File: config.mk
export PLATFORM = sky130hd
export DESIGN_NAME = axi_sram_slave
export DESIGN_NICKNAME = d
export VERILOG_FILES = /design/src/rtl/axi_slave_pkg.sv /design/src/rtl/axi_beat_addr_gen.sv /design/src/rtl/axi_sram_slave.sv
export SDC_FILE = /design/constraint.sdc
export NUM_CORES = 1
export LEC_CHECK = 0
export BUFFER_PORTS_ARGS = -buffer_cell sky130_fd_sc_hd__buf_2
export CORE_AREA = 2 2 110 112
export CTS_CLUSTER_DIAMETER = 80
export DETAILED_ROUTE_END_ITERATION = 10
export DIE_AREA = 0 0 112 114
export GPL_TIMING_DRIVEN = 0
export PLACE_DENSITY = 0.68
export SETUP_SLACK_MARGIN = 0.1
export SLEW_MARGIN = 20
export SYNTH_ARGS = -nofsm -noshare
export SYNTH_HDL_FRONTEND = slang
export SYNTH_SLANG_ARGS = --single-unit
export TNS_END_PERCENT = 100
File: constraint.sdc
create_clock -name clk -period 1.85 [get_ports clk]
set_input_delay 0.185 -clock clk [delete_from_list [all_inputs] [get_ports clk]]
set_output_delay 0.185 -clock clk [all_outputs]
set_load 0.005 [all_outputs]
File: src/rtl/axi_slave_pkg.sv
`default_nettype none
// +----------------------------------------------------------------------------+
// | Module      : axi_slave_pkg                                                |
// | Description : Shared widths, FSM states and AXI encodings for the SRAM      |
// |               responder and its beat/address generator.                    |
// | Revision    : 1.0  initial release                                         |
// +----------------------------------------------------------------------------+
package axi_slave_pkg;

  localparam int AXI_IDS_BITS  = 8;
  localparam int AXI_ADDR_BITS = 32;
  localparam int AXI_LEN_BITS  = 4;
  localparam int AXI_SIZE_BITS = 3;
  localparam int AXI_DATA_BITS = 32;
  localparam int AXI_STRB_BITS = 4;

  typedef enum logic [2:0] {
    S_IDLE  = 3'd0,
    S_RADDR = 3'd1,
    S_RDATA = 3'd2,
    S_WDATA = 3'd3,
    S_BRESP = 3'd4
  } state_t;

  localparam logic [1:0] BURST_FIXED = 2'b00;
  localparam logic [1:0] BURST_INCR  = 2'b01;
  localparam logic [1:0] BURST_WRAP  = 2'b10;

  localparam logic [1:0] RESP_OKAY   = 2'b00;
  localparam logic [1:0] RESP_SLVERR = 2'b10;

endpackage
`default_nettype wire

File: src/rtl/axi_beat_addr_gen.sv
`default_nettype none
// +----------------------------------------------------------------------------+
// | Module      : axi_beat_addr_gen                                            |
// | Description : Word address and beat counter for one burst, shared by the   |
// |               read and write paths.                                        |
// | Revision    : 1.0  initial release                                         |
// +----------------------------------------------------------------------------+
module axi_beat_addr_gen
  import axi_slave_pkg::*;
#(
  parameter int SRAM_AW = 14,
  parameter int LEN_W   = AXI_LEN_BITS
) (
  input  logic               clk,
  input  logic               rst,
  input  logic               i_load,
  input  logic [SRAM_AW-1:0] i_addr,
  input  logic [LEN_W-1:0]   i_len,
  input  logic [1:0]         i_burst,
  input  logic               i_advance,
  output logic [SRAM_AW-1:0] o_addr,
  output logic               o_last
);

  logic [SRAM_AW-1:0] r_addr;
  logic [LEN_W-1:0]   r_beat;
  logic [LEN_W-1:0]   r_len;
  logic [1:0]         r_burst;
  logic [SRAM_AW-1:0] w_next_addr;

  // WRAP is treated as a plain increment; the natural 2^SRAM_AW rollover is kept.
  always_comb begin
    w_next_addr = r_addr;
    case (r_burst)
      BURST_FIXED: w_next_addr = r_addr;
      BURST_INCR:  w_next_addr = r_addr + SRAM_AW'(1);
      BURST_WRAP:  w_next_addr = r_addr + SRAM_AW'(1);
      default:     w_next_addr = r_addr + SRAM_AW'(1);
    endcase
  end

  always_ff @(posedge clk) begin
    if (rst) begin
      r_addr  <= '0;
      r_beat  <= '0;
      r_len   <= '0;
      r_burst <= BURST_FIXED;
    end else if (i_load) begin
      r_addr  <= i_addr;
      r_beat  <= '0;
      r_len   <= i_len;
      r_burst <= i_burst;
    end else if (i_advance) begin
      r_addr  <= w_next_addr;
      r_beat  <= r_beat + LEN_W'(1);
    end
  end

  assign o_addr = r_addr;
  assign o_last = (r_beat == r_len);

endmodule
`default_nettype wire

File: src/rtl/axi_sram_slave.sv
`default_nettype none
// +----------------------------------------------------------------------------+
// | Module      : axi_sram_slave                                               |
// | Description : Single-transaction AXI4 responder driving a single-port      |
// |               synchronous SRAM macro.                                      |
// | Revision    : 1.0  initial release                                         |
// +----------------------------------------------------------------------------+
module axi_sram_slave
  import axi_slave_pkg::*;
#(
  parameter int SRAM_AW = 14
) (
  input  logic                     clk,
  input  logic                     rst,
  input  logic [AXI_IDS_BITS-1:0]  ARID,
  input  logic [AXI_ADDR_BITS-1:0] ARADDR,
  input  logic [AXI_LEN_BITS-1:0]  ARLEN,
  input  logic [AXI_SIZE_BITS-1:0] ARSIZE,
  input  logic [1:0]               ARBURST,
  input  logic                     ARVALID,
  output logic                     ARREADY,
  output logic [AXI_IDS_BITS-1:0]  RID,
  output logic [AXI_DATA_BITS-1:0] RDATA,
  output logic [1:0]               RRESP,
  output logic                     RLAST,
  output logic                     RVALID,
  input  logic                     RREADY,
  input  logic [AXI_IDS_BITS-1:0]  AWID,
  input  logic [AXI_ADDR_BITS-1:0] AWADDR,
  input  logic [AXI_LEN_BITS-1:0]  AWLEN,
  input  logic [AXI_SIZE_BITS-1:0] AWSIZE,
  input  logic [1:0]               AWBURST,
  input  logic                     AWVALID,
  output logic                     AWREADY,
  input  logic [AXI_DATA_BITS-1:0] WDATA,
  input  logic [AXI_STRB_BITS-1:0] WSTRB,
  input  logic                     WLAST,
  input  logic                     WVALID,
  output logic                     WREADY,
  output logic [AXI_IDS_BITS-1:0]  BID,
  output logic [1:0]               BRESP,
  output logic                     BVALID,
  input  logic                     BREADY,
  output logic                     sram_cs,
  output logic                     sram_oe,
  output logic [3:0]               sram_web,
  output logic [SRAM_AW-1:0]       sram_a,
  output logic [31:0]              sram_di,
  input  logic [31:0]              sram_do
);

  state_t                   r_state;
  state_t                   w_next;
  logic [AXI_IDS_BITS-1:0]  r_id;
  logic [1:0]               r_bresp;
  logic                     r_wlast_early;
  logic [AXI_DATA_BITS-1:0] r_rdata;
  logic                     r_rd_fresh;

  logic                     w_ar_hs;
  logic                     w_aw_hs;
  logic                     w_w_hs;
  logic                     w_load;
  logic                     w_advance;
  logic                     w_last;
  logic [SRAM_AW-1:0]       w_beat_addr;
  logic [SRAM_AW-1:0]       w_load_addr;
  logic [AXI_LEN_BITS-1:0]  w_load_len;
  logic [1:0]               w_load_burst;
  logic                     w_unused_bits;

  assign w_ar_hs      = ARVALID & ARREADY;
  assign w_aw_hs      = AWVALID & AWREADY;
  assign w_w_hs       = WVALID & WREADY;
  assign w_load       = w_ar_hs | w_aw_hs;
  assign w_load_addr  = w_aw_hs ? AWADDR[SRAM_AW+1:2] : ARADDR[SRAM_AW+1:2];
  assign w_load_len   = w_aw_hs ? AWLEN : ARLEN;
  assign w_load_burst = w_aw_hs ? AWBURST : ARBURST;

  // Size is always a full word and upper address bits are decoded upstream.
  assign w_unused_bits = ^{ARSIZE, AWSIZE,
                           ARADDR[AXI_ADDR_BITS-1:SRAM_AW+2], ARADDR[1:0],
                           AWADDR[AXI_ADDR_BITS-1:SRAM_AW+2], AWADDR[1:0]};

  axi_beat_addr_gen #(
    .SRAM_AW (SRAM_AW),
    .LEN_W   (AXI_LEN_BITS)
  ) u_beat_addr_gen (
    .clk       (clk),
    .rst       (rst),
    .i_load    (w_load),
    .i_addr    (w_load_addr),
    .i_len     (w_load_len),
    .i_burst   (w_load_burst),
    .i_advance (w_advance),
    .o_addr    (w_beat_addr),
    .o_last    (w_last)
  );

  always_ff @(posedge clk) begin
    if (rst) begin
      r_state <= S_IDLE;
    end else begin
      r_state <= w_next;
    end
  end

  // Every handshake and SRAM strobe is masked while rst is high.
  always_comb begin
    w_next    = r_state;
    ARREADY   = 1'b0;
    AWREADY   = 1'b0;
    WREADY    = 1'b0;
    RVALID    = 1'b0;
    RLAST     = 1'b0;
    BVALID    = 1'b0;
    sram_cs   = 1'b0;
    sram_oe   = 1'b0;
    sram_web  = 4'hF;
    sram_a    = '0;
    sram_di   = '0;
    w_advance = 1'b0;
    if (!rst) begin
      case (r_state)
        S_IDLE: begin
          AWREADY = AWVALID;
          ARREADY = ARVALID & ~AWVALID;
          if (AWVALID) begin
            w_next = S_WDATA;
          end else if (ARVALID) begin
            w_next = S_RADDR;
          end
        end
        S_RADDR: begin
          sram_cs = 1'b1;
          sram_oe = 1'b1;
          sram_a  = w_beat_addr;
          w_next  = S_RDATA;
        end
        S_RDATA: begin
          RVALID = 1'b1;
          RLAST  = w_last;
          if (RREADY) begin
            w_advance = ~w_last;
            w_next    = w_last ? S_IDLE : S_RADDR;
          end
        end
        S_WDATA: begin
          WREADY = 1'b1;
          if (WVALID) begin
            sram_cs   = 1'b1;
            sram_web  = ~WSTRB;
            sram_di   = WDATA;
            sram_a    = w_beat_addr;
            w_advance = ~w_last;
            if (w_last) begin
              w_next = S_BRESP;
            end
          end
        end
        S_BRESP: begin
          BVALID = 1'b1;
          if (BREADY) begin
            w_next = S_IDLE;
          end
        end
        default: w_next = S_IDLE;
      endcase
    end
  end

  // The macro presents data one cycle after the read strobe: pass it straight
  // through on the first RDATA cycle, then hold the captured copy.
  always_ff @(posedge clk) begin
    if (rst) begin
      r_id          <= '0;
      r_bresp       <= RESP_OKAY;
      r_wlast_early <= 1'b0;
      r_rdata       <= '0;
      r_rd_fresh    <= 1'b0;
    end else begin
      r_rd_fresh <= (r_state == S_RADDR);
      if (r_rd_fresh) begin
        r_rdata <= sram_do;
      end
      if (w_load) begin
        r_id <= w_aw_hs ? AWID : ARID;
      end
      if (w_aw_hs) begin
        r_wlast_early <= 1'b0;
      end
      if (w_w_hs) begin
        if (!w_last && WLAST) begin
          r_wlast_early <= 1'b1;
        end
        if (w_last) begin
          r_bresp <= (WLAST && !r_wlast_early) ? RESP_OKAY : RESP_SLVERR;
        end
      end
    end
  end

  assign RDATA = RVALID ? (r_rd_fresh ? sram_do : r_rdata) : '0;
  assign RID   = RVALID ? r_id : '0;
  assign RRESP = RESP_OKAY;
  assign BID   = BVALID ? r_id : '0;
  assign BRESP = BVALID ? r_bresp : RESP_OKAY;

endmodule
`default_nettype wire

==> run metrics, run 1 <==
run status=finished, violations left; failing checks=setup timing; Rel. slew slack=0.619; final-layout fill cell count=945; fin nets=963; H-tree levels=3; Hold Path Cell Cnt=3; post-synthesis sequential area ratio=0.353; flops & latches, synth=70; Placed Instance Area=0.00536 mm2; ys flop type=dfxtp_1; # IOs=284; num rows=40; total track usage=0.232; Clock Sinks=70; internal power=0.00344 W; DR iter-0 viols=320; post-DP HPWL=10900 um; post-route non-filler standard cell count=939; # hold bufs at CTS=0; post-route ant nets=0; async set-reset flop share out of synthesis=0; Power Density=682 mW/mm2; hold_sp=AWID[4]; CTS buffer count=9; drt via density=5.37; Reg-to-Reg Start=r_state[0]$_SDFFE_PP0P_; DR DRC count=0; Slowest cell on crit path=dfxtp_1; dpl cells=872; Port Buf Inserts=236; reg2reg setup slack=-0.09 ns; Setup CP Type=reg2out; crit-path cells=buf_6 > buf_12 > nor4_4 > buf_4 > and2_4 > buf_8 > buf_6 > buf_6; WL/cell=18.3 um; Clock Latency Late Sink=0.34 ns; NetSw=0.00172 W; VDD IR-drop max=0.431 mV; largest family of logic cells by synthesized area=simple AND/OR/NAND/NOR gates; post-synthesis mux area share=0.0857; final cycle utilization of the critical path=1.05; clock-pin slew on the worst setup and hold paths=0.06 ns; Synth Area in Adders=0.00630; Post-synth EDFFs=0; post-route cell area=0.00755 mm2; CP top delay family=buffers and inverters; compound-cell area share of the yosys netlist=0.148; routed wire length=17200 um; Hold Crit Class=in2reg; fmax=514 MHz; max-slew violations=0; GRT Residual Overflow=0; Placer Congestion=0.892; Flop pwr share=0.331; Worst Max-Slew Pin Slew=0.572 ns; vias in the first global route=4624; Root Buffer=clkbuf_16; Slowest Stage Delay on Critical Path=0.31 ns; Post-Syn Instances=487; Worst setup SP type=flip-flop; CP required=1.66 ns; starting density of the core=0.339; Clk pwr share=0.320; total of max-cap violations=0; RSZ-0062 raised after global routing=yes; largest net degree at the start of global routing=14; capturing point of the worst reg2reg path=u_beat_addr_gen.o_addr[3]$_SDFFE_PP0P_; initial antenna violation count=0; chip height=114 um; Final min period=1.94 ns; DRT Pass-1 Iters=5; Register-to-Register Path Depth=7; Switching Share=0.333; # setup viols final=48; buffers plus inverters on the worst setup path=6; post-synthesis xor/xnor area fraction=0.0221; Arr. time, crit path=1.76 ns; layout cells sized above 1=0.567; Core ar.=0.0117 mm2; Final WS setup=-0.0948 ns; most common cell after layout, fill and taps aside=buf_2; Worst Path Max Fanout=6; hold slack=0.0523 ns; via count=5044; most frequent cell on the critical path=buf_6; Post-Synth Simple-Gate Area=0.318; first-pass GRT wire length=23700 um; Post-Syn Area=0.00397 mm2; hold endpoint=r_id[4]$_SDFFE_PP0N_; P&R area growth vs syn=90.2%; most frequent cells in the layout=buf_2, dfxtp_1, nor2_1; TNS Setup=-1.80 ns; leakage=3.34 nW; full die area=0.0128 mm2; logic gate share of total power=0.349; Unique masters post-synth=51; Fin Clk Skew=0.0105 ns; Mapped Avg Cell Area=8.15 um2; width of the die=112 um; CTS max path bufs=2; final hold vios=0; Yosys warnings=0; CTS tree=built; diode count=0; CP Capture Type=primary output
stage by stage:
step	utilization	total power, W	worst slack, ns
after floorplan	-	0.00231	0.102
after global placement	0.458	0.00266	-0.444
after detailed placement	0.458	0.00270	-0.421
after CTS	0.575	0.00478	-0.0884
after global routing	0.645	0.00537	-0.154
final	0.645	0.00515	-0.0948
cells in the mapped netlist (all sizes together), types with 4 or more instances:
cell / n / area (um2)
nand2b: 4 / 25.0
xnor2: 7 / 61.3
a22oi: 14 / 105
inv: 11 / 41.3
nor2b: 5 / 31.3
and2: 33 / 206
nand3: 10 / 50.1
a311oi: 6 / 52.6
nand2: 15 / 56.3
mux2i: 34 / 340
nor4: 41 / 263
a222oi: 7 / 70.1
nand4: 8 / 50.1
clkbuf: 27 / 101
nor2: 57 / 214
o21ai: 12 / 71.3
and3: 35 / 219
nor3: 12 / 75.1
a21oi: 18 / 101
dfxtp: 70 / 1400
buf: 23 / 120
o22ai: 6 / 37.5
timing repair:
action | 4_1_cts | 5_1_grt
gates cloned | 4 | 7
gates resized for setup | 172 | 113
setup endpoints to repair | 144 | 136
setup buffers | 30 | 10
pin swaps | 28 | 32
worst min-delay path: cells and delay by family:
family          cells  cell delay, ns
simple gates        1            0.03
compound gates      1            0.06
buf+inv             1            0.08
sequential cells by signal (all words and copies together) (netlist names):
name / count
r_rdata: 32
u_beat_addr_gen.o_addr: 14
r_id: 8
u_beat_addr_gen.r_beat: 4
u_beat_addr_gen.r_len: 4
r_state: 3
u_beat_addr_gen.r_burst: 2
r_bresp: 1
r_rd_fresh: 1
r_wlast_early: 1
power by group through the flow:
stage | logic (W) | clock network [W] | registers, W
finish | 0.00180 | 0.00165 | 0.00170
global route | 0.00190 | 0.00175 | 0.00172
CTS | 0.00142 | 0.00167 | 0.00169
detailed placement | 0.000977 | 0 | 0.00172
global placement | 0.000948 | 0 | 0.00171
floorplan | 0.000611 | 0 | 0.00170
worst max path at each step:
stage,to,cells after the start,slack [ns],start
finish,AWREADY,8,-0.09,r_state[0]$_SDFFE_PP0P_
global route,u_beat_addr_gen.o_addr[3]$_SDFFE_PP0P_,7,-0.15,r_state[2]$_SDFFE_PP0P_
CTS,u_beat_addr_gen.o_addr[1]$_SDFFE_PP0P_,7,-0.09,r_state[0]$_SDFFE_PP0P_
detailed placement,u_beat_addr_gen.o_addr[5]$_SDFFE_PP0P_,7,-0.42,r_state[0]$_SDFFE_PP0P_
global placement,u_beat_addr_gen.o_addr[2]$_SDFFE_PP0P_,5,-0.44,rst
floorplan,u_beat_addr_gen.o_addr[4]$_SDFFE_PP0P_,7,0.10,r_state[1]$_SDFFE_PP0P_
kinds of logic after synthesis:
kind of cell | Yosys count
adders and majority gates | 2
xor gates and xnor gates | 10
other | 1
muxes | 34
DFF | 70
AOI/OAI and AO/OA | 80
buffers and inverters | 61
and+or+nand+nor | 229
layout make-up:
class | count | area [um2] | area share
multi-input cells | 358 | 3130 | 0.414
repair buffers | 287 | 1980 | 0.263
flip-flops and latches | 70 | 1410 | 0.187
plain buffers | 50 | 523 | 0.0692
clock buffers | 10 | 239 | 0.0316
well taps | 147 | 184 | 0.0243
clock inverters | 6 | 45.0 | 0.00596
inverters | 11 | 41.3 | 0.00547
layer usage:
layer / GRT usage / up-vias / wire, um
met5: 0 / - / 0
met4: 0.0992 / 0 / 418
met3: 0.0361 / 30 / 1010
met2: 0.404 / 223 / 9090
met1: 0.287 / 2403 / 6670
li1: - / 2388 / -
Note: power is estimated with default switching activity, not from simulation.
==> run 2, diff against run 1 <==
Settings changed: CORE_AREA 2 2 110 112 to not set, CORE_MARGIN set to 2, CORE_UTILIZATION set to 30, DIE_AREA 0 0 112 114 to not set, PLACE_DENSITY 0.68 to 0.6.
==> run 2 against run 1 <==
Clock skew decreased by 0.0044 ns. Largest cell class unchanged. Sequential share of layout area increased by 2.7 points. First-iteration DRC count decreased by 14%. Routed wire length decreased by 7.3%. Maximum frequency about the same. Critical path depth unchanged. Global-route usage decreased by 1.9 points. Clock power about the same. Core utilization decreased by 14 points. Setup slack improved by 0.0019 ns. Die area increased by 11%. The run still ends with setup timing left.
==> run metrics, run 2 (synthesis gave the netlist of run 1 again) <==
hold slack=0.0500 ns (-0.00229 ns); Final min period=1.94 ns (-0.00193 ns); vias in the first global route=4710 (+1.9%); VDD IR-drop max=0.363 mV (-16%); Clk pwr share=0.346 (+0.026); Post-Route Utilization=0.507 (-0.138); total track usage=0.213 (-0.0190); most flop-heavy register=r_rdata; Clock Sinks=70 (unchanged); # setup viols final=26 (-46%); layout cells sized above 1=0.510 (-0.0566); leakage=3.10 nW (-7.2%); run status=finished, violations left; Power Density=709 mW/mm2 (+3.9%); most frequent cells in the layout=buf_2, dfxtp_1, nor2_1; max-slew violations=0 (unchanged); CTS tree=built; DR DRC count=0 (unchanged); initial antenna violation count=0 (unchanged); H-tree levels=3 (unchanged); Flop pwr share=0.362 (+0.031); final cycle utilization of the critical path=1.05 (about the same); NetSw=0.00151 W (-12%); routed wire length=15900 um (-7.3%); Switching Share=0.321 (-0.0122); Placer Congestion=0.894 (+0.26%); DP Worst Slack=-0.481 ns (-0.0596 ns); total of max-cap violations=0 (unchanged); Setup CP Type=reg2out; first-pass GRT wire length=24200 um (+2.1%); P&R area growth vs syn=67.1%; most frequent cell on the critical path=buf_6; drt via density=5.17 (-3.7%); dpl cells=901 (+3.3%); diode count=0 (unchanged); crit-path cells=buf_6 > buf_6 > nor4_4 > buf_4 > and2_4 > buf_8 > buf_6 > buf_2; largest net degree at the start of global routing=13 (-1); logic gate share of total power=0.291 (-0.058); internal power=0.00320 W (-7.0%); CTS buffer count=9 (unchanged); failing checks=setup timing; WL/cell=16.8 um (-8.3%); Worst Path Max Fanout=7 (+1); Clock Latency Late Sink=0.34 ns (about the same); post-DP HPWL=11100 um (+2.0%); Hold Crit Class=in2reg; final-layout fill cell count=1237 (+31%); # IOs=284 (unchanged); via count=4913 (-2.6%); Final WS setup=-0.0929 ns (+0.00193 ns); DRT Pass-1 Iters=5 (unchanged); Worst setup SP type=flip-flop; most common cell after layout, fill and taps aside=buf_2; fmax=515 MHz (about the same); width of the die=119 um (+6.3%); GRT Residual Overflow=0 (unchanged); Rel. slew slack=0.473 (-0.146); CP top delay family=buffers and inverters; DR iter-0 viols=275 (-14%); Worst Max-Slew Pin Slew=0.791 ns (+0.219 ns); fin nets=945 (-1.9%); Core ar.=0.0131 mm2 (+12%); Slowest Stage Delay on Critical Path=0.31 ns (about the same); chip height=119 um (+4.4%); final hold vios=0 (unchanged); buffers plus inverters on the worst setup path=6 (unchanged); RSZ-0062 raised after global routing=yes; CP required=1.66 ns (about the same); Port Buf Inserts=236 (unchanged); full die area=0.0142 mm2 (+11%); Root Buffer=clkbuf_16; Fin Clk Skew=0.00608 ns (-0.00442 ns); starting density of the core=0.303 (-0.0356); post-route non-filler standard cell count=950 (+1.2%); num rows=42 (+5.0%); CTS max path bufs=2 (unchanged); post-route ant nets=0 (unchanged); Largest register FFs=32 (unchanged); CP Capture Type=primary output; clock-pin slew on the worst setup and hold paths=0.06 ns (about the same); Arr. time, crit path=1.76 ns (about the same); Slowest cell on crit path=dfxtp_2
## run 2: cell count changes in the layout (fill, tap and decap cells not counted), moves of 11 or more
cell	before	now
and3_1	24	35
and3_4	11	0
buf_2	216	236
buf_6	41	24
nor4_2	2	19
nor4_4	33	7
## run 2: area by class of cell
cell class | instances | area (um2) | area share
Inverter | 11 | 41.3 | 0.00622
Sequential cell | 70 | 1410 | 0.213
Buffer | 50 | 433 | 0.0652
Tap cell | 176 | 220 | 0.0332
Multi-Input combinational cell | 359 | 2710 | 0.408
Timing Repair Buffer | 268 | 1540 | 0.233
Clock buffer | 11 | 243 | 0.0366
Clock inverter | 5 | 33.8 | 0.00509
## run 2: path summary, 6_finish.rpt
kind / startpoint / cells after the start / slack, ns / end
max: r_state[0]$_SDFFE_PP0P_ / 8 / -0.09 / AWREADY
min: AWID[1] / 3 / 0.05 / r_id[1]$_SDFFE_PP0N_
max reg2reg: r_state[2]$_SDFFE_PP0P_ / 7 / -0.09 / u_beat_addr_gen.o_addr[3]$_SDFFE_PP0P_
min reg2reg: u_beat_addr_gen.r_burst[1]$_SDFFE_PP0N_ / 2 / 0.48 / u_beat_addr_gen.r_burst[1]$_SDFFE_PP0N_
## run 2: worst reg2reg max path, stage by stage (launching register included)
cell	delay, ns
dfxtp_4	0.36
nand2b_4	0.15
buf_12	0.15
or4_4	0.57
o21ai_4	0.26
buf_6	0.14
nor2_1	0.04
a311oi_1	0.19
## run 2: metrics by stage
stage | total power [W] | TNS (ns) | cell area (um2)
after floorplan | 0.00231 | 0 | 4000
final | 0.00470 | -0.805 | 6640
after global routing | 0.00491 | -3.72 | 6640
after global placement | 0.00267 | -22.51 | 5400
after CTS | 0.00455 | -0.674 | 6200
after detailed placement | 0.00270 | -27.59 | 5400
## run 2: what timing repair did
| item | CTS | global route |
|---|---|---|
| endpoints found under the setup margin | 143 | 128 |
| pin swaps | 14 | 22 |
| gates cloned | 2 | 3 |
| hold endpoints to repair | 0 | 0 |
| gates resized for setup | 107 | 76 |
| buffers inserted | 18 | 10 |
| hold buffers | 0 | 0 |
## run 2: power groups by stage
stage / combinational [W] / sequential, W / clock (W)
detailed placement: 0.000977 / 0.00172 / 0
CTS: 0.00120 / 0.00169 / 0.00166
floorplan: 0.000611 / 0.00170 / 0
global placement: 0.000956 / 0.00172 / 0
finish: 0.00137 / 0.00170 / 0.00163
global route: 0.00147 / 0.00172 / 0.00173
## run 2: per-layer routing
| metal | part of all wire | wire [um] | global-route usage | vias up |
|---|---|---|---|---|
| li1 | - | - | - | 2347 |
| met1 | 0.42 | 6660 | 0.257 | 2317 |
| met2 | 0.49 | 7760 | 0.366 | 217 |
| met3 | 0.069 | 1100 | 0.0498 | 32 |
| met4 | 0.026 | 416 | 0.0841 | 0 |
| met5 | 0 | 0 | 0 | - |
